<file path="config.mk">
export PLATFORM = sky130hd
export DESIGN_NAME = bin_2c_display_controller
export DESIGN_NICKNAME = d
export VERILOG_FILES = /design/src/rtl/bin_2c_pkg.sv /design/src/rtl/bcd_add3_adjust.sv /design/src/rtl/bin_2c_display_controller.sv
export SDC_FILE = /design/constraint.sdc
export NUM_CORES = 1
export LEC_CHECK = 0
export CORE_MARGIN = 2
export CORE_UTILIZATION = 48
export CTS_CLUSTER_SIZE = 16
export DETAILED_ROUTE_END_ITERATION = 10
export PLACE_DENSITY = 0.83
export SLEW_MARGIN = 20
export SYNTH_ARGS = -nofsm -noshare
export SYNTH_HDL_FRONTEND = slang
export SYNTH_SLANG_ARGS = --single-unit
</file>
<file path="constraint.sdc">
create_clock -name clk -period 1.7 [get_ports clk]
set_input_delay 0.425 -clock clk [delete_from_list [all_inputs] [get_ports clk]]
set_output_delay 0.425 -clock clk [all_outputs]
set_load 0.01 [all_outputs]
</file>
<file path="src/rtl/bin_2c_pkg.sv">
// Shared types and constants for the two's-complement to BCD display controller.
package bin_2c_pkg;

  typedef enum logic [1:0] {
    IDLE    = 2'd0,
    CONVERT = 2'd1,
    LOAD    = 2'd2
  } state_e;

  localparam logic [3:0]  BLANK_CODE     = 4'hF;
  localparam logic [3:0]  MINUS_CODE     = 4'hA;
  localparam int unsigned DEFAULT_DW     = 8;
  localparam int unsigned DEFAULT_DIGITS = 3;

  // 10^n, used to check that DIGITS can hold the largest magnitude.
  function automatic longint unsigned pow10(input int unsigned n);
    longint unsigned r;
    r = 1;
    for (int unsigned i = 0; i < n; i++) begin
      r = r * 10;
    end
    return r;
  endfunction

endpackage

</file>
<file path="src/rtl/bcd_add3_adjust.sv">
// Double-dabble correction: every BCD digit >= 5 gets +3 before the shift.
module bcd_add3_adjust
  import bin_2c_pkg::*;
#(
  parameter int unsigned DIGITS = DEFAULT_DIGITS
) (
  input  logic [4*DIGITS-1:0] d_in,
  output logic [4*DIGITS-1:0] d_out
);

  // Per-digit conditional add of 3.
  always_comb begin
    d_out = d_in;
    for (int unsigned k = 0; k < DIGITS; k++) begin
      if (d_in[4*k +: 4] >= 4'd5) begin
        d_out[4*k +: 4] = d_in[4*k +: 4] + 4'd3;
      end
    end
  end

endmodule

</file>
<file path="src/rtl/bin_2c_display_controller.sv">
// Two's-complement word to sign + BCD digits, one bit per clock, with
// leading-zero blanking. Optional digit scan multiplexing: SCAN_MUX_EN.
module bin_2c_display_controller
  import bin_2c_pkg::*;
#(
  parameter int unsigned DW       = DEFAULT_DW,
  parameter int unsigned DIGITS   = DEFAULT_DIGITS,
  parameter int unsigned SCAN_DIV = 50000
) (
  input  logic                clk,
  input  logic                rst,
  input  logic [DW-1:0]       in_data,
  input  logic                in_valid,
  output logic                in_ready,
  output logic                busy,
  output logic                done,
  output logic                minus_sign,
  output logic [4*DIGITS-1:0] bcd_digits
`ifdef SCAN_MUX_EN
  ,
  output logic [3:0]          scan_bcd,
  output logic [DIGITS:0]     scan_sel
`endif
);

  localparam int unsigned CNTW = $clog2(DW + 1);

  if (pow10(DIGITS) <= (64'd1 << (DW - 1))) begin : g_digits_too_few
    $error("DIGITS cannot represent the largest magnitude of a DW-bit word");
  end
  if (SCAN_DIV == 0) begin : g_bad_scan_div
    $error("SCAN_DIV must be at least 1");
  end

  state_e                state_q, state_d;
  logic                  sign_q, sign_d;
  logic [DW-1:0]         mag_q, mag_d;
  logic [4*DIGITS-1:0]   acc_q, acc_d;
  logic [CNTW-1:0]       cnt_q, cnt_d;
  logic [4*DIGITS-1:0]   disp_q, disp_d;
  logic                  minus_q, minus_d;
  logic                  done_q, done_d;
  logic [4*DIGITS-1:0]   adj;
  logic [4*DIGITS-1:0]   blanked;
  logic                  seen_nz;

  bcd_add3_adjust #(.DIGITS(DIGITS)) u_adjust (
    .d_in  (acc_q),
    .d_out (adj)
  );

  // Leading-zero blanking of the finished accumulator; digit 0 always shown.
  always_comb begin
    blanked = acc_q;
    seen_nz = 1'b0;
    for (int unsigned k = 0; k < DIGITS; k++) begin
      if (acc_q[4*(DIGITS-1-k) +: 4] != 4'h0) begin
        seen_nz = 1'b1;
      end
      if (!seen_nz && (k != DIGITS - 1)) begin
        blanked[4*(DIGITS-1-k) +: 4] = BLANK_CODE;
      end
    end
  end

  // FSM next-state and datapath: capture, DW shift-and-add-3 steps, load.
  always_comb begin
    state_d = state_q;
    sign_d  = sign_q;
    mag_d   = mag_q;
    acc_d   = acc_q;
    cnt_d   = cnt_q;
    disp_d  = disp_q;
    minus_d = minus_q;
    done_d  = 1'b0;
    case (state_q)
      IDLE: begin
        if (in_valid) begin
          sign_d  = in_data[DW-1];
          mag_d   = in_data[DW-1] ? (~in_data + 1'b1) : in_data;
          acc_d   = '0;
          cnt_d   = '0;
          state_d = CONVERT;
        end
      end
      CONVERT: begin
        {acc_d, mag_d} = {adj, mag_q} << 1;
        cnt_d = cnt_q + 1'b1;
        if (cnt_q == CNTW'(DW - 1)) begin
          state_d = LOAD;
        end
      end
      LOAD: begin
        disp_d  = blanked;
        minus_d = sign_q;
        done_d  = 1'b1;
        state_d = IDLE;
      end
      default: state_d = IDLE;
    endcase
  end

  // FSM and display registers; reset abandons any conversion in flight.
  always_ff @(posedge clk) begin
    if (rst) begin
      state_q     <= IDLE;
      sign_q      <= 1'b0;
      mag_q       <= '0;
      acc_q       <= '0;
      cnt_q       <= '0;
      disp_q      <= '1;
      disp_q[3:0] <= 4'h0;
      minus_q     <= 1'b0;
      done_q      <= 1'b0;
    end else begin
      state_q <= state_d;
      sign_q  <= sign_d;
      mag_q   <= mag_d;
      acc_q   <= acc_d;
      cnt_q   <= cnt_d;
      disp_q  <= disp_d;
      minus_q <= minus_d;
      done_q  <= done_d;
    end
  end

  assign in_ready   = (state_q == IDLE);
  assign busy       = (state_q != IDLE);
  assign done       = done_q;
  assign minus_sign = minus_q;
  assign bcd_digits = disp_q;

`ifdef SCAN_MUX_EN
  localparam int unsigned SCW = $clog2(SCAN_DIV + 1);
  localparam int unsigned IW  = $clog2(DIGITS + 1);

  logic [SCW-1:0]  scan_cnt_q, scan_cnt_d;
  logic [IW-1:0]   scan_idx_q, scan_idx_d;
  logic [3:0]      scan_bcd_q, scan_bcd_d;
  logic [DIGITS:0] scan_sel_q, scan_sel_d;

  // Free-running slot timer; outputs are built from the next slot and next
  // display value so the registered scan outputs line up with the slot index.
  always_comb begin
    scan_cnt_d = scan_cnt_q + 1'b1;
    scan_idx_d = scan_idx_q;
    if (scan_cnt_q == SCW'(SCAN_DIV - 1)) begin
      scan_cnt_d = '0;
      scan_idx_d = (scan_idx_q == IW'(DIGITS)) ? '0 : scan_idx_q + 1'b1;
    end
    scan_sel_d = '1;
    scan_bcd_d = minus_d ? MINUS_CODE : BLANK_CODE;
    for (int unsigned k = 0; k <= DIGITS; k++) begin
      if (scan_idx_d == IW'(k)) begin
        scan_sel_d[k] = 1'b0;
      end
    end
    for (int unsigned k = 0; k < DIGITS; k++) begin
      if (scan_idx_d == IW'(k)) begin
        scan_bcd_d = disp_d[4*k +: 4];
      end
    end
  end

  // Scan registers; only rst restarts the scan.
  always_ff @(posedge clk) begin
    if (rst) begin
      scan_cnt_q    <= '0;
      scan_idx_q    <= '0;
      scan_sel_q    <= '1;
      scan_sel_q[0] <= 1'b0;
      scan_bcd_q    <= 4'h0;
    end else begin
      scan_cnt_q <= scan_cnt_d;
      scan_idx_q <= scan_idx_d;
      scan_sel_q <= scan_sel_d;
      scan_bcd_q <= scan_bcd_d;
    end
  end

  assign scan_bcd = scan_bcd_q;
  assign scan_sel = scan_sel_q;
`endif

endmodule

</file>
# Word-level counts from Yosys, hierarchy flattened
# Index checks and enable logic that the tools add are counted.
op_classes:
  shifts: 0
  bitwise: 1
  multipliers: 0
  n_div: 0
  muxes: 18
  n_reduce_logical: 8
  n_lt_le_gt_ge: 3
  eq_ne: 5
  add_sub_neg: 5
ops:
  columns: ["cell", "count"]
  rows:
  - ["12-bit case mux with 2 select lines", 1]
  - ["4-bit two-way mux", 5]
  - ["8-bit two-way mux", 2]
  - ["8-bit case mux with 2 select lines", 1]
  - ["4-bit by 3-bit greater-or-equal comparator with 1-bit output, second input constant", 3]
  - ["12-bit two-way mux", 1]
  - ["4-bit by 2-bit adder with 4-bit output, second input constant", 2]
  - ["8-bit by 1-bit adder with 8-bit output, second input constant", 1]
  - ["8-bit NOT", 1]
  - ["4-bit case mux with 2 select lines", 1]
  - ["4-bit nonzero test", 2]
  - ["2-bit AND reduction", 3]
  - ["4-bit by 1-bit adder with 4-bit output, second input constant", 1]
  - ["4-bit by 3-bit == test with 1-bit output, second input constant", 1]
  - ["2-bit two-way mux", 2]
  - ["2-bit != test, second input constant", 2]
  - ["2-bit case mux with 2 select lines", 1]
  - ["2-bit nonzero test", 2]
  - ["3-bit by 2-bit adder with 3-bit output, second input constant", 1]
  - ["1-bit two-way mux", 3]
  - ["3-bit two-way mux", 1]
  - ["2-bit by 1-bit == test with 1-bit output, second input constant", 1]
  - ["2-bit == test, second input constant", 1]
  - ["2-bit zero test", 1]
totals:
  mem_bits_ro: 0
  mem_bits_rw: 0
  out_inout_bits: 16
  wordCells: 48
  mem_count: 0
  reg_bits: 41
  in_bits: 11
  latchBits: 0

# Depth between registers and ports, before layout
# Gate-level depths: netlist of the first run.
logic_depth:
  depth_word: 5
  depth_mapped: 6
  mapped_depth_nobuf: 6

# By module
# A second synthesis of the first run with hierarchy kept.
hier_totals:
  cells_unflattened: 231
  area_unflattened_um2: 2001.9
by_module_without_submodules:
  columns: ["mod", "cells_per_inst", "seq_area_each_um2", "area_per_inst_um2", "n_inst"]
  rows:
  - ["bin_2c_display_controller", 183, 820.8, 1697.9, 1]
  - ["bcd_add3_adjust", 48, 0.0, 304.0, 1]

# Worst setup path after synthesis of the first run
# OpenSTA, ideal clock, no wires.
synth_timing:
  kind: "input -> register"
  start: "input in_data[1]"
  end: "register mag_q[6]"
  arrival_ns: 1.584
  n_path_buf: 0
  required_time_ns: 1.614
  setup_ns: 0.086
  stages: 6
  setup_slack_ns: 0.031
  path_cell_list: "inv_1 -> ha_1 -> or3b_2 -> o31ai_1 -> xor2_1 -> a211oi_1"
synth_between:
  elab_chain_cells: 5
synth_rtl:
  columns: ["item", "line_no", "text"]
  rows:
  - ["start, declared", "bin_2c_display_controller.sv:12", "input logic [DW-1:0] in_data,"]
  - ["8-bit NOT", "bin_2c_display_controller.sv:80", "mag_d = in_data[DW-1] ? (~in_data + 1'b1) : in_data;"]
  - ["8-bit by 1-bit adder with 8-bit output", "bin_2c_display_controller.sv:80", null]
  - ["8-bit two-way mux", "bin_2c_display_controller.sv:80", null]
  - ["8-bit two-way mux", "bin_2c_display_controller.sv:78", "if (in_valid) begin"]
  - ["8-bit case mux with 2 select lines", "bin_2c_display_controller.sv:76", "case (state_q)"]
  - ["end signal, assigned", "bin_2c_display_controller.sv:118", "mag_q <= mag_d;"]
  - ["end, declared", "bin_2c_display_controller.sv:37", "logic [DW-1:0] mag_q, mag_d;"]
# No other way between the ends. The select of a mux whose other input is x is not followed.
# A chain may end at the register's enable or synchronous reset.

# Final worst setup path of the first run
layout_timing:
  start: "register state_q[0]"
  end: "output busy"
layout_between:
  elab_chain_cells: 1
layout_rtl:
  columns: ["item", "line_no", "text"]
  rows:
  - ["start, declared", "bin_2c_display_controller.sv:35", "state_e state_q, state_d;"]
  - ["start signal, assigned", "bin_2c_display_controller.sv:116", "state_q <= state_d;"]
  - ["2-bit nonzero test", "bin_2c_display_controller.sv:128", "assign busy = (state_q != IDLE);"]
  - ["end, declared", "bin_2c_display_controller.sv:15", "output logic busy,"]
# No other way between the ends.

==> summary.txt, run 1 <==
Critical Path Fanout Max - 2
DR vias - 1812
worst skew pair latency - 0.30 ns
minimum clock period - 1.62 ns
Seq/Total Area, Yosys - 42.1%
clock slew at reported path FFs - 0.08 ns
Fin. Hold Viols - 0
Area Overhead vs Synth - 30.1%
Finished Layout Cells - 328
Avg Cell Area, Syn - 8.49 um2
Hold WC Path Type - flop to flop
Post-Syn Area - 1950 um2
Least-Margin Pin Slew - 0.412 ns
post-DR vias/cell - 5.52
layout net count - 297
met3 wire length - 183 um
GRT Total Usage - 21.5%
Die X - 67.8 um
top cell type's share of synthesized area - 42.1%
mux share of post-synthesis cell area - 1.73%
vias in the first global route - 1645
Synth Area in XOR/XNOR - 4.04%
relative slew slack - 72.5%
metal2 WL - 2.31 mm
Pleak - 0.962 nW
Placed Cells - 320
Synth area leaders - dfxtp_1 (42%), ha_1 (5.8%), nand2_1 (5.6%)
EDFF count, synth - 0
synthesized instance count - 230
CP Data Required Time - 1.27 ns
Primary FF master, synth - dfxtp_1
hold_ws - 0.455 ns
commonest non-fill, non-tap cells in the layout - dfxtp_1 (40), nand2_1 (29), buf_4 (26)
Post-Synth Adder-Cell Area - 5.77%
CTS max path bufs - 2
Clock Root Buffer - clkbuf_8
antenna violations before repair - 0
PwrDens - 727 nW/um2
outcome - finished, final reports clean
yosys warns - 0
routed len/inst - 13.4 um
DIE AREA - 4590 um2
IO Port Bufs - 26
crit path kind - flop to primary output
VDD IR max - 0.376 mV
Die Span Y - 67.8 um
area leader, netlist - dfxtp_1
Tcrit/Tclk final - 95.4%
PnR Total Power - 1.85 mW
commonest non-fill, non-tap cell in the layout - dfxtp_1
Yosys reg bits - 41
H-tree Lvls - 2
share of layout cells above drive strength 1 - 19.1%
simple-gate share of the synthesized area - 22.8%
ant diodes - 0
crit path DAT - 1.20 ns
post-route ant nets - 0
Top-Level Pins - 27
GP Congestion - 0.818
# rows - 23
Synth Area in Compound Gates - 18.4%
Top Metal Used - met4
GRT overflow - 0
wirelength, routed - 4.40 mm
# Max-Cap Violations - 0
# setup viols final - 0
CTS sink count - 41
# hold bufs at CTS - 0
Post-CTS Setup Bufs - 0
first-pass GRT wire length - 7.31 mm
worst clock skew - 0.00373 ns
1st-pass router iterations - 4
Remaining DRCs - 0
FFs w/ async S/R, synth - 0%
Slew Limit Fails - 0
largest net degree at the start of global routing - 16
Post-Syn Nets - 250
DRT iter0 DRCs - 131
Distinct cells, synth - 46
CTS buffer count - 5
Worst setup EP type - primary output
combinational family with the most area after synthesis - simple AND/OR/NAND/NOR gates
core area - 3940 um2
TritonCTS clock tree - built
Setup TNS - 0 ns
hpwl dp - 3.16 mm
achievable frequency - 617 MHz
Worst setup SP type - flop
met1 wire length - 1.80 mm
Initial Util - 49.5%
[what timing repair did]
| item | 4_1_cts | 5_1_grt |
|---|---|---|
| setup endpoints to repair | 5 | 8 |
| gates resized for setup | 8 | 10 |
| pin swaps | 4 | 3 |
[flip-flops by register name, summed over array words and instances, names as in the netlist]
name and count:
acc_q 12, done 1, state_q 2, bcd_digits 12, minus_sign 1, sign_q 1
cnt_q 4, mag_q 8
[synthesized netlist by cell type, drive strengths merged (2+ instances only)]
master   n
a21oi   21
a22oi    5
buf      8
clkbuf   5
dfxtp   41
ha       9
inv     10
mux2     3
nand2   29
nand2b   6
nand3   12
nand4    2
nor2    11
nor2b    2
nor3     9
nor4b    3
o21ai   16
o22ai    5
o31ai    2
or2      2
or3      2
or3b     3
xnor2    6
xor2     3
[metal layers]
layer / GRT usage [%] / vias up
met5: 0 / -
met4: 7.75 / 0
met3: 5.00 / 11
met2: 39.3 / 46
met1: 24.0 / 857
li1: - / 898
[stage by stage]
step	cell area [um2]	setup WS, ns	util, %
after floorplan	1950	0.0308	-
after global placement	2430	-0.464	61.6
after detailed placement	2430	-0.520	61.6
after CTS	2520	0.0134	64.0
after global routing	2540	-0.0165	64.4
final	2540	0.0788	64.4
[where the power goes]
| group | switching (mW) | leakage, nW | internal [mW] |
|---|---|---|---|
| Sequential | 0.0118 | 0.333 | 0.980 |
| Combinational | 0.118 | 0.589 | 0.112 |
| Clock | 0.333 | 0.0395 | 0.292 |
| Total | 0.463 | 0.962 | 1.38 |
[layout make-up]
class                   count  area [um2]
fillers                   319        1400
multi-input cells         165        1070
flip-flops and latches     41         822
repair buffers             53         467
clock buffers               8        80.1
well taps                  50        62.6
inverters                  11        41.3
[cell families after synthesis]
group,Yosys count
and+or+nand+nor,85
buffers and inverters,24
muxes,3
DFF,41
adders and majority gates,9
AOI/OAI and AO/OA,59
xor gates and xnor gates,9
[worst max-delay path: stages, from the launching register on]
cell	delay, ns
dfxtp_1	0.32
or2_2	0.30
dlygate4sd2_1	0.29
[path summary, 6_finish.rpt]
| path | startpoint | cells after the start | end | slack [ns] |
|---|---|---|---|---|
| max reg2reg | acc_q[5]$_SDFFE_PP0P_ | 6 | acc_q[6]$_SDFFE_PP0P_ | 0.09 |
| min | mag_q[1]$_SDFFE_PP0P_ | 2 | mag_q[1]$_SDFFE_PP0P_ | 0.46 |
| min reg2reg | mag_q[1]$_SDFFE_PP0P_ | 2 | mag_q[1]$_SDFFE_PP0P_ | 0.46 |
| max | state_q[0]$_SDFFE_PP0P_ | 2 | busy | 0.08 |
No activity file was read; power rests on OpenSTA's default activity.
==> run 2, diff against run 1 <==
--- a/config.mk
+++ b/config.mk
@@ -7,6 +7,7 @@
 export LEC_CHECK = 0
 export CORE_MARGIN = 2
 export CORE_UTILIZATION = 48
+export CTS_BUF_LIST = sky130_fd_sc_hd__clkbuf_16
 export CTS_CLUSTER_SIZE = 16
 export DETAILED_ROUTE_END_ITERATION = 10
 export PLACE_DENSITY = 0.83
==> summary.txt, run 2 (synthesized netlist as in run 1, its figures left out) <==
outcome - finished, final reports clean (unchanged)
# rows - 23 (unchanged)
Remaining DRCs - 0 (unchanged)
DR vias - 1823 (was 1812)
Die X - 67.8 um (unchanged)
worst skew pair latency - 0.28 ns (was 0.30 ns)
dpl ws - -0.520 ns (unchanged)
Hold WC Path Type - flop to flop (unchanged)
clock slew at reported path FFs - 0.06 ns (was 0.08 ns)
post-route ant nets - 0 (unchanged)
DIE AREA - 4590 um2 (unchanged)
Least-Margin Pin Slew - 0.422 ns (was 0.412 ns)
1st-pass router iterations - 4 (unchanged)
Setup TNS - 0 ns (unchanged)
core area - 3940 um2 (unchanged)
commonest non-fill, non-tap cell in the layout - dfxtp_1 (unchanged)
relative slew slack - 71.9% (was 72.5%)
achievable frequency - 615 MHz (was 617 MHz)
crit path kind - flop to primary output (unchanged)
largest net degree at the start of global routing - 16 (unchanged)
antenna violations before repair - 0 (unchanged)
cell family with most CP delay - flip-flops (unchanged)
Clock Root Buffer - clkbuf_16 (was clkbuf_8)
crit path DAT - 1.20 ns (about the same)
Critical Path Fanout Max - 2 (unchanged)
routed len/inst - 13.5 um (was 13.4 um)
# setup viols final - 0 (unchanged)
minimum clock period - 1.63 ns (was 1.62 ns)
CP Data Required Time - 1.27 ns (about the same)
GRT Total Usage - 21.4% (was 21.5%)
first-pass GRT wire length - 7.27 mm (was 7.31 mm)
layout net count - 297 (unchanged)
ant diodes - 0 (unchanged)
CTS max path bufs - 2 (unchanged)
vias in the first global route - 1655 (was 1645)
CTS sink count - 41 (unchanged)
GP Congestion - 0.818 (unchanged)
largest stage delay on the critical path - 0.31 ns (was 0.32 ns)
commonest non-fill, non-tap cells in the layout - dfxtp_1 (41), nand2_1 (29), buf_4 (26) (was dfxtp_1 (40), nand2_1 (29), buf_4 (26))
hpwl dp - 3.16 mm (unchanged)
post-DR vias/cell - 5.56 (was 5.52)
H-tree Lvls - 2 (unchanged)
Worst setup SP type - flop (unchanged)
# hold bufs at CTS - 0 (unchanged)
DRT iter0 DRCs - 136 (was 131)
TritonCTS clock tree - built (unchanged)
Area Overhead vs Synth - 33.4% (was 30.1%)
worst setup margin - 0.0730 ns (was 0.0788 ns)
worst clock skew - 0.00238 ns (was 0.00373 ns)
IO Port Bufs - 26 (unchanged)
Fin. Hold Viols - 0 (unchanged)
GRT overflow - 0 (unchanged)
Slew Limit Fails - 0 (unchanged)
hold_ws - 0.454 ns (was 0.455 ns)
VDD IR max - 0.392 mV (was 0.376 mV)
Post-CTS Setup Bufs - 0 (unchanged)
critical-path cell list - or2_2 -> inv_1 -> clkdlybuf4s15_1 (was or2_2 -> dlygate4sd2_1)
# Max-Cap Violations - 0 (unchanged)
Die Span Y - 67.8 um (unchanged)
wirelength, routed - 4.44 mm (was 4.40 mm)
share of layout cells above drive strength 1 - 18.3% (was 19.1%)
Slowest-stage cell, CP - dfxtp_1 (unchanged)
PwrDens - 810 nW/um2 (was 727 nW/um2)
Buf+Inv Stages, Crit Path - 2 (was 1)
Tcrit/Tclk final - 95.7% (was 95.4%)
Initial Util - 49.5% (unchanged)
Pleak - 1.00 nW (was 0.962 nW)
Top-Level Pins - 27 (unchanged)
CTS buffer count - 5 (unchanged)
Worst setup EP type - primary output (unchanged)
## run 2: what timing repair did
action,4_1_cts,5_1_grt
gates resized for setup,8,8
gates cloned,0,0
pin swaps,3,3
endpoints found under the setup margin,4,10
## run 2: worst paths after layout
kind	from	end	slack [ns]	cells after the start
max	state_q[0]$_SDFFE_PP0P_	in_ready	0.07	3
min	mag_q[1]$_SDFFE_PP0P_	mag_q[1]$_SDFFE_PP0P_	0.45	2
max reg2reg	acc_q[5]$_SDFFE_PP0P_	acc_q[6]$_SDFFE_PP0P_	0.09	6
min reg2reg	mag_q[1]$_SDFFE_PP0P_	mag_q[1]$_SDFFE_PP0P_	0.45	2
## run 2: worst min-delay path, delay by kind of cell, from the launching register on
family	cells	cell delay, ns
flip-flops	1	0.31
AND/OR/NAND/NOR	1	0.05
AO/OA/AOI/OAI	1	0.05
## run 2: where the power goes
group          leakage [nW]  switching, mW  internal, mW  total, mW
clock                0.0776          0.357         0.528      0.884
sequential            0.332         0.0117         0.982      0.993
combinational         0.590          0.118         0.113      0.231
## run 2: layout make-up
cell class              count  area (um2)
clock inverters             3        11.3
fillers                   309        1340
repair buffers             53         472
flip-flops and latches     41         821
multi-input cells         165        1070
clock buffers               5         125
inverters                  11        41.3
well taps                  50        62.6
## run 2: metal layers
metal / wire length [um] / vias to the layer above / part of all wire [%] / global-route usage (%)
met1: 1760 / 844 / 40 / 23.3
met4: 76 / 0 / 1.7 / 9.75
met5: 0 / - / 0 / 0
li1: - / 904 / - / -
met2: 2320 / 65 / 52 / 38.5
met3: 284 / 10 / 6.4 / 5.50
## run 2: metrics by stage
stage               cell area (um2)  power [mW]  cells  util, %
floorplan                      1950        1.12    230        -
global placement               2430        1.23    320     61.6
detailed placement             2430        1.24    320     61.6
CTS                            2580        2.11    328     65.4
global route                   2600        2.18    328     66.0
finish                         2600        2.11    328     66.0
==> run 3, diff against run 2 <==
--- a/config.mk
+++ b/config.mk
@@ -10,6 +10,7 @@
 export CTS_BUF_LIST = sky130_fd_sc_hd__clkbuf_16
 export CTS_CLUSTER_SIZE = 16
 export DETAILED_ROUTE_END_ITERATION = 10
+export GPL_TIMING_DRIVEN = 0
 export PLACE_DENSITY = 0.83
 export SLEW_MARGIN = 20
 export SYNTH_ARGS = -nofsm -noshare
==> summary.txt, run 3 (synthesized netlist as in run 1, its figures left out) <==
clock slew at reported path FFs - 0.05 ns (was 0.06 ns)
# rows - 23 (unchanged)
H-tree Lvls - 2 (unchanged)
worst skew pair latency - 0.28 ns (about the same)
# hold bufs at CTS - 0 (unchanged)
hpwl dp - 2.89 mm (was 3.16 mm)
crit path kind - flop to primary output (unchanged)
CP Data Required Time - 1.27 ns (about the same)
DR vias - 1745 (was 1823)
Pleak - 0.915 nW (was 1.00 nW)
Critical Path Stages - 2 (was 3)
DIE AREA - 4590 um2 (unchanged)
Worst setup EP type - primary output (unchanged)
achievable frequency - 598 MHz (was 615 MHz)
wirelength, routed - 4.21 mm (was 4.44 mm)
reg2reg end - acc_q[10]$_SDFFE_PP0P_ (was acc_q[6]$_SDFFE_PP0P_)
GRT Total Usage - 20.7% (was 21.4%)
relative slew slack - 64.5% (was 71.9%)
1st-pass router iterations - 4 (unchanged)
# Max-Cap Violations - 0 (unchanged)
Hold WC Path Type - primary input to flop (was flop to flop)
Worst setup SP type - flop (unchanged)
flop2flop setup slack - 0.07 ns (was 0.09 ns)
Fin. Hold Viols - 0 (unchanged)
end of the critical path - busy (was in_ready)
PwrDens - 836 nW/um2 (was 810 nW/um2)
crit path DAT - 1.25 ns (was 1.20 ns)
antenna violations before repair - 0 (unchanged)
Buf+Inv Stages, Crit Path - 1 (was 2)
Die X - 67.8 um (unchanged)
vias in the first global route - 1569 (was 1655)
CTS sink count - 41 (unchanged)
post-route ant nets - 0 (unchanged)
Slew Limit Fails - 0 (unchanged)
largest net degree at the start of global routing - 12 (was 16)
core area - 3940 um2 (unchanged)
IO Port Bufs - 24 (was 26)
worst clock skew - 0.00260 ns (was 0.00238 ns)
dpl cell area - 2250 um2 (was 2430 um2)
GP Congestion - 0.749 (was 0.818)
Initial Util - 49.5% (unchanged)
Top-Level Pins - 27 (unchanged)
Clock Root Buffer - clkbuf_16 (unchanged)
Slowest-stage cell, CP - dfxtp_2 (was dfxtp_1)
GRT overflow - 0 (unchanged)
VDD IR max - 0.390 mV (was 0.392 mV)
CTS buffer count - 5 (unchanged)
# setup viols final - 0 (unchanged)
outcome - finished, final reports clean (unchanged)
layout net count - 281 (was 297)
PnR Total Power - 2.04 mW (was 2.11 mW)
first-pass GRT wire length - 7.00 mm (was 7.27 mm)
post-DR vias/cell - 5.61 (was 5.56)
critical-path cell list - or2_2 -> dlygate4sd2_1 (was or2_2 -> inv_1 -> clkdlybuf4s15_1)
commonest non-fill, non-tap cells in the layout - dfxtp_1 (38), nand2_1 (29), a21oi_1 (18) (was dfxtp_1 (41), nand2_1 (29), buf_4 (26))
Least-Margin Pin Slew - 0.525 ns (was 0.422 ns)
Critical Path Fanout Max - 7 (was 2)
ant diodes - 0 (unchanged)
CTS max path bufs - 2 (unchanged)
R2R depth - 6 (unchanged)
minimum clock period - 1.67 ns (was 1.63 ns)
cell family with most CP delay - flip-flops (unchanged)
Tcrit/Tclk final - 98.4% (was 95.7%)
DRT iter0 DRCs - 122 (was 136)
Layout Cell Area excl Fill - 2440 um2 (was 2600 um2)
Die Span Y - 67.8 um (unchanged)
commonest non-fill, non-tap cell in the layout - dfxtp_1 (unchanged)
routed len/inst - 13.5 um (about the same)
Area Overhead vs Synth - 25.1% (was 33.4%)
Critical Path Source - state_q[0]$_SDFFE_PP0P_ (unchanged)
TritonCTS clock tree - built (unchanged)
share of layout cells above drive strength 1 - 13.8% (was 18.3%)
Remaining DRCs - 0 (unchanged)
Worst R2R Start - acc_q[9]$_SDFFE_PP0P_ (was acc_q[5]$_SDFFE_PP0P_)
largest stage delay on the critical path - 0.34 ns (was 0.31 ns)
run 3: cell count changes in the layout (fill, tap and decap cells not counted), sizes merged:
cell	before	now
buf	27	8
clkbuf	5	10
clkdlybuf4s50	22	17
dlymetal6s2s	0	2
inv	13	11
clkinv	1	2
dlygate4sd2	3	4
run 3: cell type report:
class | count | area (um2)
Fill cell | 348 | 1500
Multi-Input combinational cell | 165 | 1080
Sequential cell | 41 | 825
Timing Repair Buffer | 24 | 241
Clock buffer | 5 | 125
Buffer | 13 | 62.6
Tap cell | 50 | 62.6
Inverter | 11 | 41.3
Clock inverter | 2 | 7.51
run 3: per-stage QoR:
stage / setup TNS [ns] / instances / utilization, % / worst slack [ns] / hold slack (ns)
after floorplan: 0 / 230 / - / 0.0308 / 0.427
after global placement: -4.78 / 304 / 57.2 / -0.519 / 0.441
after detailed placement: -5.86 / 304 / 57.2 / -0.534 / 0.449
after CTS: 0 / 311 / 61.1 / 0.000178 / 0.429
after global routing: -0.0110 / 311 / 61.9 / -0.0110 / 0.434
final: 0 / 311 / 61.9 / 0.0266 / 0.426
run 3: where the power goes:
| group | internal (mW) | total [mW] | switching [mW] |
|---|---|---|---|
| registers | 0.982 | 0.996 | 0.0136 |
| logic | 0.0726 | 0.179 | 0.107 |
| clock network | 0.524 | 0.864 | 0.340 |
| total | 1.58 | 2.04 | 0.461 |
run 3: per-layer routing:
metal / part of all wire (%) / global-route usage [%] / routed length [um] / vias to the layer above
li1: - / - / - / 873
met1: 45 / 24.6 / 1890 / 810
met2: 48 / 34.6 / 2030 / 53
met3: 5.0 / 5.67 / 212 / 9
met4: 1.9 / 9.50 / 81 / 0
met5: 0 / 0 / 0 / -
run 3: how the worst min path moves through the flow:
stage	from	end	slack (ns)	cells past startpoint
after global routing	rst	state_q[0]$_SDFFE_PP0P_	0.43	2
after detailed placement	sign_q$_SDFFE_PP0P_	sign_q$_SDFFE_PP0P_	0.45	2
after floorplan	cnt_q[3]$_SDFFE_PP0P_	state_q[1]$_SDFFE_PP0P_	0.43	1
final	rst	state_q[0]$_SDFFE_PP0P_	0.43	2
after global placement	mag_q[1]$_SDFFE_PP0P_	mag_q[2]$_SDFFE_PP0P_	0.44	2
after CTS	rst	state_q[0]$_SDFFE_PP0P_	0.43	2
run 3: repair_timing:
item | 4_1_cts | 5_1_grt
gates resized for setup | 13 | 12
pin swaps | 3 | 2
buffers inserted | 0 | 0
setup endpoints to repair | 18 | 10
